===== src/rtl/store_commit_unit.sv =====
// rtl/store_commit_unit.sv - in-order store issue from store FIFO head to data memory
//
// Ports:
//   clk, rst_n                      clock, asynchronous active-low reset
//   sq_empty, sq_ready              store FIFO head status
//   sq_rs1_val, sq_rs2_val, sq_imm  base, store data and S-type immediate of FIFO head
//   sq_funct3, sq_rob_idx           store width (SB/SH/SW) and ROB index of FIFO head
//   sq_ren                          FIFO pop, combinational in the acceptance cycle
//   rob_head_valid, rob_head_idx    ROB head entry
//   dmem_req/addr/wmask/wdata       registered write request, held until dmem_resp
//   dmem_resp                       memory write acknowledge
//   st_done, st_done_rob_idx        one-cycle completion pulse with ROB index
//   st_done_exc                     completion carries a misaligned/illegal exception
//   st_err                          sticky response-timeout flag
module store_commit_unit #(
    parameter int ROB_IDX_W   = 5,
    parameter int TIMEOUT_CYC = 256
) (
    input  logic                 clk,
    input  logic                 rst_n,
    input  logic                 sq_empty,
    input  logic                 sq_ready,
    input  logic [31:0]          sq_rs1_val,
    input  logic [31:0]          sq_rs2_val,
    input  logic [31:0]          sq_imm,
    input  logic [2:0]           sq_funct3,
    input  logic [ROB_IDX_W-1:0] sq_rob_idx,
    output logic                 sq_ren,
    input  logic                 rob_head_valid,
    input  logic [ROB_IDX_W-1:0] rob_head_idx,
    output logic                 dmem_req,
    output logic [31:0]          dmem_addr,
    output logic [3:0]           dmem_wmask,
    output logic [31:0]          dmem_wdata,
    input  logic                 dmem_resp,
    output logic                 st_done,
    output logic [ROB_IDX_W-1:0] st_done_rob_idx,
    output logic                 st_done_exc,
    output logic                 st_err
);

    typedef enum logic [1:0] {
        IDLE,
        REQ,
        DONE
    } state_t;

    localparam int              CNT_W    = $clog2(TIMEOUT_CYC + 1);
    localparam logic [CNT_W-1:0] TMO_MAX  = CNT_W'(TIMEOUT_CYC);
    localparam logic [CNT_W-1:0] TMO_LAST = CNT_W'(TIMEOUT_CYC - 1);

    state_t                 state;
    state_t                 state_nxt;
    logic [CNT_W-1:0]       tmo_cnt;
    logic [ROB_IDX_W-1:0]   rob_q;
    logic                   exc_q;

    logic                   accept;
    logic [31:0]            ea;
    logic                   aligned;
    logic [3:0]             lane_mask;
    logic [31:0]            lane_data;

    assign accept = !sq_empty && sq_ready && rob_head_valid && (sq_rob_idx == rob_head_idx);
    assign ea     = sq_rs1_val + sq_imm;

    // Lane placement: narrow stores replicate their data across the word so the
    // byte mask alone selects which lanes memory actually writes.
    always_comb begin
        aligned   = 1'b0;
        lane_mask = 4'b0000;
        lane_data = sq_rs2_val;
        case (sq_funct3)
            3'b000: begin
                aligned   = 1'b1;
                lane_mask = 4'b0001 << ea[1:0];
                lane_data = {4{sq_rs2_val[7:0]}};
            end
            3'b001: begin
                aligned   = !ea[0];
                lane_mask = 4'b0011 << ea[1:0];
                lane_data = {2{sq_rs2_val[15:0]}};
            end
            3'b010: begin
                aligned   = (ea[1:0] == 2'b00);
                lane_mask = 4'hF;
                lane_data = sq_rs2_val;
            end
            default: aligned = 1'b0;
        endcase
    end

    always_ff @(posedge clk or negedge rst_n) begin
        if (!rst_n) begin
            state <= IDLE;
        end else begin
            state <= state_nxt;
        end
    end

    always_comb begin
        state_nxt = state;
        sq_ren    = 1'b0;
        case (state)
            IDLE: begin
                if (accept) begin
                    sq_ren    = 1'b1;
                    state_nxt = aligned ? REQ : DONE;
                end
            end
            REQ: begin
                if (dmem_resp) begin
                    state_nxt = DONE;
                end
            end
            DONE:    state_nxt = IDLE;
            default: state_nxt = IDLE;
        endcase
    end

    always_ff @(posedge clk or negedge rst_n) begin
        if (!rst_n) begin
            tmo_cnt         <= '0;
            rob_q           <= '0;
            exc_q           <= 1'b0;
            dmem_req        <= 1'b0;
            dmem_addr       <= '0;
            dmem_wmask      <= '0;
            dmem_wdata      <= '0;
            st_done         <= 1'b0;
            st_done_rob_idx <= '0;
            st_done_exc     <= 1'b0;
            st_err          <= 1'b0;
        end else begin
            st_done <= 1'b0;
            case (state)
                IDLE: begin
                    if (accept) begin
                        rob_q <= sq_rob_idx;
                        exc_q <= !aligned;
                        if (aligned) begin
                            dmem_req   <= 1'b1;
                            dmem_addr  <= {ea[31:2], 2'b00};
                            dmem_wmask <= lane_mask;
                            dmem_wdata <= lane_data;
                        end
                    end
                end
                REQ: begin
                    if (dmem_resp) begin
                        dmem_req <= 1'b0;
                        exc_q    <= 1'b0;
                        tmo_cnt  <= '0;
                    end else begin
                        // Counter saturates; the request stays up regardless.
                        if (tmo_cnt != TMO_MAX) begin
                            tmo_cnt <= tmo_cnt + 1'b1;
                        end
                        if (tmo_cnt == TMO_LAST) begin
                            st_err <= 1'b1;
                        end
                    end
                end
                DONE: begin
                    st_done         <= 1'b1;
                    st_done_rob_idx <= rob_q;
                    st_done_exc     <= exc_q;
                end
                default: ;
            endcase
        end
    end

endmodule


===== config.mk =====
export PLATFORM = sky130hd
export DESIGN_NAME = store_commit_unit
export DESIGN_NICKNAME = d
export VERILOG_FILES = /design/src/rtl/store_commit_unit.sv
export SDC_FILE = /design/constraint.sdc
export NUM_CORES = 1
export LEC_CHECK = 0
export BUFFER_PORTS_ARGS = -buffer_cell sky130_fd_sc_hd__buf_2
export CORE_MARGIN = 10
export CORE_UTILIZATION = 51
export CTS_BUF_LIST = sky130_fd_sc_hd__clkbuf_16
export DETAILED_ROUTE_END_ITERATION = 8
export PLACE_DENSITY = 0.92
export SYNTH_ARGS = -nofsm -noshare
export SYNTH_HDL_FRONTEND = slang
export SYNTH_SLANG_ARGS = --single-unit

===== constraint.sdc =====
create_clock -name clk -period 2.6 [get_ports clk]
set_input_delay 0.52 -clock clk [delete_from_list [all_inputs] [get_ports clk]]
set_output_delay 0.52 -clock clk [all_outputs]
set_load 0.01 [all_outputs]

==> report_table.html <==
<table>
<tr><th>Metric</th><th>Value</th></tr>
<tr><th colspan="2">Timing</th></tr>
<tr><td>Number of setup violations in the final report</td><td>0</td></tr>
<tr><td>Slew Limit Fails</td><td>0</td></tr>
<tr><td>Share of the cycle needed by the critical path after routing</td><td>98.2%</td></tr>
<tr><td>RSZ-0062 raised after global routing</td><td>true</td></tr>
<tr><td>Hold violation count in the final report</td><td>0</td></tr>
<tr><td>Final worst path period need</td><td>2550 ps</td></tr>
<tr><td>Slew at the pin closest to its max-slew limit</td><td>652 ps</td></tr>
<tr><td>Remaining max-slew budget at the tightest pin</td><td>56.4%</td></tr>
<tr><td>Max Freq</td><td>just under 0.4 GHz</td></tr>
<tr><td>Final setup margin</td><td>between 40 and 50 ps</td></tr>
<tr><td>Setup skew after layout</td><td>7.07 ps</td></tr>
<tr><td>Setup_tns</td><td>0 ps</td></tr>
<tr><th colspan="2">Status</th></tr>
<tr><td>Run status</td><td>completed</td></tr>
<tr><th colspan="2">Synth</th></tr>
<tr><td>Most common flop cell mapped by yosys</td><td>sky130_fd_sc_hd__dfrtp_1</td></tr>
<tr><td>Register area share after synthesis</td><td>40.0%</td></tr>
<tr><td>Top post-synthesis cells by area</td><td>sky130_fd_sc_hd__dfrtp_1 (40%), sky130_fd_sc_hd__ha_1 (7.4%), sky130_fd_sc_hd__o21ai_0 (6.3%), sky130_fd_sc_hd__nand2_1 (5.3%), sky130_fd_sc_hd__mux2i_1 (4.5%)</td></tr>
<tr><td>Mean cell area of the mapped netlist</td><td>9.10 sq um</td></tr>
<tr><td>Fraction of synthesized area in multiplexers</td><td>a little under a tenth</td></tr>
<tr><td>Compound-cell area share of the yosys netlist</td><td>19.7%</td></tr>
<tr><td>Mapped Area</td><td>about 0.0058 sq mm</td></tr>
<tr><td>Largest family of logic cells by synthesized area</td><td>compound AO/OA/AOI/OAI gates</td></tr>
<tr><td>Portion of synthesized cell area occupied by the leading cell type</td><td>40.0%</td></tr>
<tr><td>Synthesized-area fraction occupied by and/or/nand/nor cells</td><td>14.8%</td></tr>
<tr><td>Post-synthesis instance total</td><td>633</td></tr>
<tr><td>Adder and majority cell fraction of the synthesized area</td><td>7.73%</td></tr>
<tr><td>Post-synthesis register bit count</td><td>a little over 90</td></tr>
<tr><td>XOR/XNOR Fraction of Synth Area</td><td>5.47%</td></tr>
<tr><td>Cell taking the most area after synthesis</td><td>sky130_fd_sc_hd__dfrtp_1</td></tr>
<tr><td>Number of synthesized flops with an enable pin</td><td>0</td></tr>
<tr><td>Syn. warnings</td><td>0</td></tr>
<tr><td>Share of synthesized flip-flops with an asynchronous set or reset</td><td>100%</td></tr>
<tr><td>Synth cell types</td><td>63</td></tr>
<tr><th colspan="2">Critical path</th></tr>
<tr><td>Slack of the worst reg-to-reg path</td><td>770 ps</td></tr>
<tr><td>Cell with the largest stage delay on the worst path</td><td>sky130_fd_sc_hd__or4_4</td></tr>
<tr><td>Startpoint type of the worst setup path</td><td>input port</td></tr>
<tr><td>Worst-path cell chain</td><td>buf_2 -&gt; ha_4 -&gt; fa_2 -&gt; o21a_1 -&gt; o22ai_1 -&gt; nand2b_1 -&gt; or4_4 -&gt; or4_1 -&gt; nand3_1</td></tr>
<tr><td>Crit Reg-Reg Endpoint</td><td>tmo_cnt[6]</td></tr>
<tr><td>Biggest fanout along the worst timing path</td><td>8</td></tr>
<tr><td>Data required time of the critical path</td><td>~2900 ps</td></tr>
<tr><td>Worst path top cell family by delay</td><td>simple AND/OR/NAND/NOR gates</td></tr>
<tr><td>Worst setup EP type</td><td>flip-flop</td></tr>
<tr><td>Data arrival at the endpoint of the critical path</td><td>2830 ps</td></tr>
<tr><td>Start-to-end type of the worst setup path</td><td>in -&gt; reg</td></tr>
<tr><td>Crit path buf inv count</td><td>1</td></tr>
<tr><td>Launching point of the worst reg2reg path</td><td>tmo_cnt[3]</td></tr>
<tr><td>Max incr delay on CP</td><td>500 ps</td></tr>
<tr><td>Worst reg2reg path depth</td><td>7</td></tr>
<tr><th colspan="2">Route</th></tr>
<tr><td>Drt pass-1 iters</td><td>7</td></tr>
<tr><td>Average wire per cell in the routed design</td><td>roughly 18 um</td></tr>
<tr><td>Remaining routing DRC violations</td><td>0</td></tr>
<tr><td>Number of DRC markers after the initial detailed-route iteration</td><td>485</td></tr>
<tr><td>Number of vias per cell after detailed routing</td><td>5.70</td></tr>
<tr><td>DRT antenna net count</td><td>0</td></tr>
<tr><td>Total wirelength of the detailed-routed design</td><td>approximately 18,000 um</td></tr>
<tr><td>Vias post-DR</td><td>about 5,800</td></tr>
<tr><th colspan="2">Clock tree</th></tr>
<tr><td>Clock sink count</td><td>92</td></tr>
<tr><td>Clock root buffer master</td><td>sky130_fd_sc_hd__clkbuf_16</td></tr>
<tr><td>Worst-skew pair later-pin latency</td><td>340 ps</td></tr>
<tr><td>CTS buffer count</td><td>9</td></tr>
<tr><td>Clock tree from TritonCTS</td><td>done</td></tr>
<tr><td>Number of buffers on the longest clock path</td><td>2</td></tr>
<tr><td>Max H-tree Level</td><td>3</td></tr>
<tr><td>Clock-pin slew reported for the worst setup and hold paths after clock tree synthesis</td><td>around 70 ps</td></tr>
<tr><th colspan="2">GRT</th></tr>
<tr><td>Pin count of the biggest net entering global routing</td><td>54</td></tr>
<tr><td>Via count of the first global-routing pass</td><td>between 5,000 and 6,000</td></tr>
<tr><td>Met3 Track Usage GR</td><td>5.33%</td></tr>
<tr><td>Total Routing Usage GR</td><td>roughly 22%</td></tr>
<tr><td>Routing usage on met2</td><td>38.1%</td></tr>
<tr><td>Global-route wire length before repair</td><td>29,500 um</td></tr>
<tr><td>Antenna violations before repair</td><td>0</td></tr>
<tr><td>Met1 global-route usage</td><td>25.8%</td></tr>
<tr><td>Busiest layer in global routing</td><td>met2</td></tr>
<tr><td>Overflow left after global routing</td><td>0</td></tr>
<tr><th colspan="2">Power</th></tr>
<tr><td>Leakage power of the design</td><td>4.10 nW</td></tr>
<tr><td>Worst voltage drop across the vdd grid</td><td>475 uV</td></tr>
<tr><td>PD cells</td><td>515 mW/mm^2</td></tr>
<tr><th colspan="2">Floorplanning</th></tr>
<tr><td>Core region area</td><td>0.0109 sq mm</td></tr>
<tr><td>Starting utilization of the core area</td><td>between 50% and 60%</td></tr>
<tr><td>Num rows</td><td>38</td></tr>
<tr><td>Height of the chip</td><td>around 130 um</td></tr>
<tr><td>Total I/O pin count</td><td>roughly 190</td></tr>
<tr><td>Die width</td><td>126 um</td></tr>
<tr><td>Total die area</td><td>between 0.015 and 0.02 sq mm</td></tr>
<tr><th colspan="2">Layout</th></tr>
<tr><td>Area of all placed cells without fillers</td><td>0.00768 sq mm</td></tr>
<tr><td>Fillers</td><td>829</td></tr>
<tr><td># nets final</td><td>between 1,000 and 1,500</td></tr>
<tr><td>Utilization after layout</td><td>70.2%</td></tr>
<tr><td>Fraction of final layout cells with drive strength greater than 1</td><td>36.1%</td></tr>
<tr><td>Layout-stage area growth over the synthesis result</td><td>33.3%</td></tr>
<tr><td>Multi-input gate area</td><td>around 0.0034 sq mm</td></tr>
<tr><td>Total area of sequential cells</td><td>0.00230 sq mm</td></tr>
<tr><th colspan="2">Placed design</th></tr>
<tr><td>Half-perimeter wire length after detailed placement</td><td>14,700 um</td></tr>
<tr><td>Worst slack after detailed placement</td><td>-302 ps</td></tr>
<tr><td>Gpl congestion</td><td>about 0.95</td></tr>
<tr><td>Buffers on Ports</td><td>190</td></tr>
<tr><td>Area after detailed placement</td><td>0.00733 sq mm</td></tr>
<tr><th colspan="2">Hold path</th></tr>
<tr><td>Worst min-delay path category</td><td>in -&gt; async</td></tr>
<tr><th colspan="2">Run</th></tr>
<tr><td>Number of maximum-capacitance violations</td><td>0</td></tr>
</table>
[cell type report]
class,instances,area share [%]
diodes,1,0.0326
clock buffers,9,2.93
clock inverters,7,1.29
inverters,14,0.684
multi-input cells,495,43.8
flip-flops and latches,92,30.0
well taps,140,2.28
repair buffers,256,19.0
[per-layer routing]
layer | routed length [um] | vias to the layer above | share of wire [%]
met5 | 0 | - | 0
met4 | 436 | 0 | 2.4
met3 | 1550 | 30 | 8.4
met2 | 9090 | 270 | 49
met1 | 7350 | 2746 | 40
li1 | - | 2733 | -
[power breakdown]
part / total, mW / switching (mW) / internal [mW]
sequential: 1.56 / 0.0522 / 1.51
combinational: 0.982 / 0.522 / 0.461
clock: 1.41 / 0.566 / 0.849
[worst max path at each step]
stage | start | end | slack (ps) | cells after the start
final | sq_rs1_val[0] | dmem_addr[26] | 50 | 9
after global routing | sq_rs1_val[0] | dmem_addr[26] | -50 | 9
after CTS | sq_imm[8] | dmem_addr[29] | 60 | 10
after detailed placement | sq_imm[8] | dmem_addr[29] | -300 | 10
after global placement | sq_imm[8] | dmem_addr[29] | -240 | 10
after floorplan | sq_imm[8] | dmem_addr[29] | -50 | 9
[repair_timing]
item,CTS,global route
hold endpoints to repair,0,0
setup buffers,0,1
hold buffers,0,0
endpoints found under the setup margin,0,22
resized for setup,0,5
[synth_stat cells, types with 10 or more instances]
master and instances:
sky130_fd_sc_hd__a21oi_1 48, sky130_fd_sc_hd__nand4_1 10, sky130_fd_sc_hd__clkbuf_1 26, sky130_fd_sc_hd__xnor2_1 21
sky130_fd_sc_hd__ha_1 34, sky130_fd_sc_hd__inv_1 14, sky130_fd_sc_hd__nand2_1 81, sky130_fd_sc_hd__xor2_1 15
sky130_fd_sc_hd__nor3_1 11, sky130_fd_sc_hd__mux2i_1 26, sky130_fd_sc_hd__dfrtp_1 92, sky130_fd_sc_hd__nand3_1 10
sky130_fd_sc_hd__a21o_1 24, sky130_fd_sc_hd__mux2_2 23, sky130_fd_sc_hd__nor2_1 43, sky130_fd_sc_hd__o21ai_0 72
[through the flow]
stage	power [mW]	hold WS, ps	std cells
after floorplan	2.12	224	634
after global placement	2.51	440	996
after detailed placement	2.55	444	996
after CTS	3.96	171	1012
after global routing	4.14	192	1013
final	3.96	153	1014
[sequential cells by signal (all words and copies together) (netlist names), 2 cells and up]
| name | flops |
|---|---|
| dmem_wdata | 32 |
| dmem_addr | 30 |
| st_done_rob_idx | 5 |
| state | 2 |
| dmem_wmask | 4 |
| tmo_cnt | 9 |
| rob_q | 5 |
[cell usage in the layout, fill, tap and decap left out, types with 3 or more instances in the layout]
cell type / netlist / layout
sky130_fd_sc_hd__a211oi_1: 3 / 3
sky130_fd_sc_hd__a21boi_0: 3 / 3
sky130_fd_sc_hd__a21o_1: 24 / 24
sky130_fd_sc_hd__a21oi_1: 48 / 48
sky130_fd_sc_hd__a31oi_1: 4 / 3
sky130_fd_sc_hd__buf_2: 3 / 189
sky130_fd_sc_hd__buf_4: 2 / 66
sky130_fd_sc_hd__clkbuf_16: 0 / 9
sky130_fd_sc_hd__dfrtp_1: 92 / 92
sky130_fd_sc_hd__ha_1: 34 / 30
sky130_fd_sc_hd__ha_4: 0 / 4
sky130_fd_sc_hd__inv_1: 14 / 14
sky130_fd_sc_hd__mux2_2: 23 / 23
sky130_fd_sc_hd__mux2i_1: 26 / 26
sky130_fd_sc_hd__nand2_1: 81 / 81
sky130_fd_sc_hd__nand2b_1: 5 / 4
sky130_fd_sc_hd__nand3_1: 10 / 10
sky130_fd_sc_hd__nand4_1: 10 / 10
sky130_fd_sc_hd__nor2_1: 43 / 43
sky130_fd_sc_hd__nor2b_1: 4 / 4
sky130_fd_sc_hd__nor3_1: 11 / 10
sky130_fd_sc_hd__o21a_1: 5 / 5
sky130_fd_sc_hd__o21ai_0: 72 / 70
sky130_fd_sc_hd__o21ai_1: 1 / 3
sky130_fd_sc_hd__o21bai_1: 4 / 4
sky130_fd_sc_hd__o22ai_1: 4 / 4
sky130_fd_sc_hd__o31a_1: 3 / 3
sky130_fd_sc_hd__o31ai_1: 3 / 3
sky130_fd_sc_hd__or4_4: 1 / 3
sky130_fd_sc_hd__xnor2_1: 21 / 21
sky130_fd_sc_hd__xor2_1: 15 / 15
[cell families after synthesis]
group | count (synthesis)
adders and majority gates | 35
buffers and inverters | 47
other | 1
DFF | 92
xor gates and xnor gates | 36
and+or+nand+nor | 184
AOI/OAI and AO/OA | 189
muxes | 49
(Power assumes the default switching activity.)
